--- src/rtl/vga_timing_core.sv ---
// VGA timing generator: h/v counters, sync/DE pipeline aligned to a pixel generator, blanking and PMOD packing.
// Optional colour-bar test pattern is compiled in when VGA_TESTPAT_EN is defined.
module vga_timing_core #(
  parameter int H_ACTIVE   = 640,
  parameter int H_FP       = 16,
  parameter int H_SYNC     = 96,
  parameter int H_BP       = 48,
  parameter int V_ACTIVE   = 480,
  parameter int V_FP       = 10,
  parameter int V_SYNC     = 2,
  parameter int V_BP       = 33,
  parameter bit H_POL      = 1'b0,
  parameter bit V_POL      = 1'b0,
  parameter int COLOR_BITS = 2,
  parameter int LATENCY    = 0,
  parameter int FRAME_W    = 8
) (
  input  logic                      clk,
  input  logic                      rst_n,
  input  logic [3*COLOR_BITS-1:0]   rgb_in,
`ifdef VGA_TESTPAT_EN
  input  logic                      testpat,
`endif
  output logic [9:0]                pix_x,
  output logic [9:0]                pix_y,
  output logic                      frame_start,
  output logic [FRAME_W-1:0]        frame_cnt,
  output logic                      hsync,
  output logic                      vsync,
  output logic                      de,
  output logic [3*COLOR_BITS-1:0]   rgb_out,
  output logic [7:0]                pmod_out
);

  localparam int H_TOTAL  = H_ACTIVE + H_FP + H_SYNC + H_BP;
  localparam int V_TOTAL  = V_ACTIVE + V_FP + V_SYNC + V_BP;
  localparam int HS_START = H_ACTIVE + H_FP;
  localparam int HS_END   = HS_START + H_SYNC;
  localparam int VS_START = V_ACTIVE + V_FP;
  localparam int VS_END   = VS_START + V_SYNC;
  localparam int C        = COLOR_BITS;
  localparam int CW       = 3 * COLOR_BITS;
  localparam logic [9:0]         H_LAST = 10'(H_TOTAL - 1);
  localparam logic [9:0]         V_LAST = 10'(V_TOTAL - 1);
  localparam logic [FRAME_W-1:0] F_ONE  = {{(FRAME_W-1){1'b0}}, 1'b1};
`ifdef VGA_TESTPAT_EN
  localparam int PW = 6;
`else
  localparam int PW = 3;
`endif

  logic [9:0]         h_q, h_d, v_q, v_d;
  logic [FRAME_W-1:0] fcnt_q, fcnt_d;
  logic [31:0]        hx, vy;
  logic [PW-1:0]      stg_p0, stg_dly;
  logic [CW-1:0]      rgb_sel;
  logic               hsync_q, hsync_d, vsync_q, vsync_d, de_q, de_d;
  logic [CW-1:0]      rgb_q, rgb_d;

  always_comb begin
    h_d    = h_q + 10'd1;
    v_d    = v_q;
    fcnt_d = fcnt_q;
    if (h_q == H_LAST) begin
      h_d = '0;
      if (v_q == V_LAST) begin
        v_d    = '0;
        fcnt_d = fcnt_q + F_ONE;
      end else begin
        v_d = v_q + 10'd1;
      end
    end
  end

  always_ff @(posedge clk or negedge rst_n) begin
    if (!rst_n) begin
      h_q    <= '0;
      v_q    <= '0;
      fcnt_q <= '0;
    end else begin
      h_q    <= h_d;
      v_q    <= v_d;
      fcnt_q <= fcnt_d;
    end
  end

  // Stage 0: active-high flags {bar, vs, hs, de} decoded from the live counters
  assign hx = 32'(h_q);
  assign vy = 32'(v_q);
  always_comb begin
    stg_p0    = '0;
    stg_p0[0] = (hx < H_ACTIVE) && (vy < V_ACTIVE);
    stg_p0[1] = (hx >= HS_START) && (hx < HS_END);
    stg_p0[2] = (vy >= VS_START) && (vy < VS_END);
`ifdef VGA_TESTPAT_EN
    stg_p0[5:3] = h_q[9:7];
`endif
  end

  // Delay line: flags reset to zero, i.e. blank with syncs inactive
  generate
    if (LATENCY == 0) begin : g_nodly
      assign stg_dly = stg_p0;
    end else begin : g_dly
      logic [PW-1:0] pipe_q [LATENCY];
      logic [PW-1:0] pipe_d [LATENCY];
      always_comb begin
        pipe_d[0] = stg_p0;
        for (int i = 1; i < LATENCY; i++) pipe_d[i] = pipe_q[i-1];
      end
      always_ff @(posedge clk or negedge rst_n) begin
        if (!rst_n) begin
          for (int i = 0; i < LATENCY; i++) pipe_q[i] <= '0;
        end else begin
          for (int i = 0; i < LATENCY; i++) pipe_q[i] <= pipe_d[i];
        end
      end
      assign stg_dly = pipe_q[LATENCY-1];
    end
  endgenerate

  // Output stage: polarity applied and colour blanked in the same register as the syncs
  always_comb begin
    rgb_sel = rgb_in;
`ifdef VGA_TESTPAT_EN
    if (testpat) rgb_sel = {{C{stg_dly[3]}}, {C{stg_dly[4]}}, {C{stg_dly[5]}}};
`endif
    de_d    = stg_dly[0];
    hsync_d = stg_dly[1] ? H_POL : ~H_POL;
    vsync_d = stg_dly[2] ? V_POL : ~V_POL;
    rgb_d   = de_d ? rgb_sel : '0;
  end

  always_ff @(posedge clk or negedge rst_n) begin
    if (!rst_n) begin
      hsync_q <= ~H_POL;
      vsync_q <= ~V_POL;
      de_q    <= 1'b0;
      rgb_q   <= '0;
    end else begin
      hsync_q <= hsync_d;
      vsync_q <= vsync_d;
      de_q    <= de_d;
      rgb_q   <= rgb_d;
    end
  end

  assign pix_x       = h_q;
  assign pix_y       = v_q;
  assign frame_start = (h_q == '0) && (v_q == '0);
  assign frame_cnt   = fcnt_q;
  assign hsync       = hsync_q;
  assign vsync       = vsync_q;
  assign de          = de_q;
  assign rgb_out     = rgb_q;
  // TinyVGA PMOD keeps only the two MSBs of each channel
  assign pmod_out    = {hsync_q, rgb_q[C-2], rgb_q[2*C-2], rgb_q[3*C-2],
                        vsync_q, rgb_q[C-1], rgb_q[2*C-1], rgb_q[3*C-1]};

endmodule

--- config.mk ---
export PLATFORM = sky130hd
export DESIGN_NAME = vga_timing_core
export DESIGN_NICKNAME = d
export VERILOG_FILES = /design/src/rtl/vga_timing_core.sv
export SDC_FILE = /design/constraint.sdc
export NUM_CORES = 1
export LEC_CHECK = 0
export BUFFER_PORTS_ARGS = -buffer_cell sky130_fd_sc_hd__buf_2
export CORE_ASPECT_RATIO = 0.9
export CORE_MARGIN = 2
export CORE_UTILIZATION = 51
export CTS_CLUSTER_DIAMETER = 120
export DETAILED_ROUTE_END_ITERATION = 8
export GPL_ROUTABILITY_DRIVEN = 0
export GPL_TIMING_DRIVEN = 0
export HOLD_SLACK_MARGIN = 0.08
export PLACE_DENSITY = 0.79
export SYNTH_ARGS = -nofsm -noshare
export SYNTH_HDL_FRONTEND = slang
export SYNTH_SLANG_ARGS = --single-unit
--- constraint.sdc ---
create_clock -name clk -period 4.9 [get_ports clk]
set_clock_uncertainty 0.05 [all_clocks]
set_input_delay 0.735 -clock clk [delete_from_list [all_inputs] [get_ports clk]]
set_output_delay 0.735 -clock clk [all_outputs]
set_load 0.01 [all_outputs]
==> results.json <==
{
  "yosys_register_bits": 37,
  "hold_violations": 0,
  "worstSetupStartpointType": "flip-flop",
  "drv_cap": 0,
  "utilization_pct": 65.3,
  "path_delay_family": "simple AND/OR/NAND/NOR gates",
  "avgSynthCellArea_um2": 10.4,
  "routed-wl-met3_um": 212,
  "path_class": "reg -> out",
  "finalCriticalPeriod_ns": 2.51,
  "numCtsBuffers": 5,
  "critPathMaxFanout": 7,
  "synthCells": 171,
  "synth_area_um2": 1780,
  "path_cells": "clkbuf_2, nor4_1, nand4_1, nor4_1, buf_2",
  "areaGrowthSynthToFinish_pct": 23.1,
  "grt_first_pass_wirelength_mm": 5.87,
  "final_antenna_net_count": 0,
  "overflow": 0,
  "dieHeight_um": 60.0,
  "cts_setup_buffers": 0,
  "max_stage_delay_ns": 0.37,
  "critPathCaptureType": "primary output",
  "syn_nets": 184,
  "p_per_area_nw_per_um2": 250,
  "rsz0062_at_grt": "no",
  "arrival_ns": 1.72,
  "place_hpwl_mm": 2.49,
  "cts_tree": "done",
  "core_um2": 3350,
  "drive_gt1_share_pct": 35.3,
  "final_cell_area_um2": 2190,
  "hp-class": "reg -> reg",
  "yosysWarnings": 0,
  "status": "completed",
  "ir_worst_vdd_v": 0.000156,
  "grt_max_degree": 38,
  "crit_buf_inv": 2,
  "layout_commonest_cell": "buf_2",
  "grtUsageTotal_pct": 20.3,
  "fmax_ghz": 0.399,
  "std_cell_rows": 20,
  "num-nets-final": 244,
  "yosysUniqueCellTypes": 35,
  "wl_per_cell_um": 12.7,
  "drt-initial-drc-count": 40,
  "path_common_cell": "nor4_1",
  "setup_viol": 0,
  "ys_seq_area_share_pct": 52.2,
  "clock_latency_ns": 0.29,
  "ios": 54,
  "die_w_um": 66.2,
  "cts_resized": 0,
  "cellLeakagePower_nw": 1.11,
  "port_buffers": 53,
  "wl_mm": 3.50,
  "grt_pass1_vias": 1339,
  "instances_no_fill": 276,
  "slew_headroom_pct": 47.5,
  "cp_slowest_cell": "dfrtp_1",
  "wl_met2_mm": 1.75,
  "hold_buffers": 0,
  "cts_buffer_depth": 2,
  "setup-tns-final_ns": 0,
  "tightest_slew_ns": 0.788,
  "diodes": 0,
  "drt-vias-per-instance": 5.13,
  "initial_core_util_pct": 53.0,
  "cts_root_buffer": "clkbuf_8",
  "fp.dieArea_um2": 3980,
  "cts.sinks": 37,
  "route.detailed.drc": 0,
  "layout_common_cells": "buf_2, dfrtp_1, nand2_1",
  "first_pass_iters": 4,
  "slew_violations": 0,
  "vias": 1415,
  "cp.required_ns": 4.12,
  "antenna_found_initial": 0,
  "htree_levels": 2,
  "detail_route.wirelength.met1_mm": 1.48,
  "dpl-instance-area_um2": 2100,
  "hold_ws_ns": 0.422,
  "path_clk_slew_ns": 0.07,
  "dp.cells": 268,
  "finalCritPeriodShare_pct": 51.2,
  "highest_layer": "met4"
}
kinds of logic after synthesis:
family                   synth area share, %
AO/OA/AOI/OAI                           4.71
XOR/XNOR                                8.37
adder cells (fa/ha/maj)                 3.52
buffers and inverters                   6.90
flip-flops                              52.2
multiplexers                            1.20
AND/OR/NAND/NOR                         23.1
worst paths after layout:
| check | end | slack (ns) | cells after the start | start |
|---|---|---|---|---|
| max reg2reg | pix_y[4] | 2.86 | 6 | pix_x[0] |
| max | frame_start | 2.39 | 5 | pix_x[7] |
| max in group asynchronous | frame_cnt[7] | 3.83 | 1 | rst_n |
| min | frame_cnt[7] | 0.42 | 1 | frame_cnt[7] |
| min reg2reg | frame_cnt[7] | 0.42 | 1 | frame_cnt[7] |
| min in group asynchronous | rgb_out[4] | 0.47 | 1 | rst_n |
cells in the mapped netlist:
master	n	area, µm²
a21oi_1	2	10.0
a31oi_1	1	6.26
and2_1	6	37.5
and2_4	1	8.76
and3_1	2	12.5
and4_1	1	8.76
and4_4	1	11.3
buf_2	4	20.0
buf_4	8	60.1
buf_6	2	22.5
clkbuf_2	1	5.00
dfrtp_1	35	876
dfstp_2	2	52.6
ha_1	5	62.6
inv_1	4	15.0
mux2_2	1	11.3
mux2i_1	1	10.0
nand2_1	16	60.1
nand2b_1	1	6.26
nand3_1	14	70.1
nand4_1	5	31.3
nand4_2	1	12.5
nor2_1	12	45.0
nor2b_1	3	18.8
nor3_1	6	30.0
nor3_2	1	10.0
nor4_1	3	18.8
nor4_2	1	12.5
nor4b_1	1	8.76
o21a_1	1	7.51
o21ai_0	9	45.0
o31ai_1	2	15.0
or4_1	1	7.51
xnor2_1	8	70.1
xor2_1	9	78.8
power breakdown:
part	internal, mW	switching [mW]	leakage (nW)
logic	0.00933	0.0112	0.585
registers	0.308	0.00112	0.477
clock network	0.115	0.102	0.0455
registers in the layout, indices dropped and copies added (netlist names):
name	cells
pix_y	10
frame_cnt	8
de	1
pix_x	10
rgb_out	6
hsync	1
vsync	1
layer usage:
| metal | global-route usage [%] | vias up |
|---|---|---|
| met2 | 33.0 | 37 |
| met4 | 9.62 | 0 |
| met3 | 6.97 | 7 |
| met5 | 0 | - |
| li1 | - | 694 |
| met1 | 24.4 | 677 |
layout make-up:
| class | instances | area, µm² |
|---|---|---|
| Clock buffer | 8 | 90.1 |
| Tap cell | 44 | 55.1 |
| Fill cell | 298 | 1160 |
| Buffer | 15 | 108 |
| Timing Repair Buffer | 53 | 265 |
| Sequential cell | 37 | 928 |
| Inverter | 4 | 15.0 |
| Multi-Input combinational cell | 115 | 727 |
stage by stage:
| step | setup slack, ns | power [mW] |
|---|---|---|
| 2_1_floorplan | 2.77 | 0.323 |
| 3_3_place_gp | 2.71 | 0.336 |
| 3_5_place_dp | 2.71 | 0.336 |
| 4_1_cts | 2.39 | 0.553 |
| 5_1_grt | 2.24 | 0.569 |
| 6_report | 2.39 | 0.546 |
(Power assumes the default switching activity.)
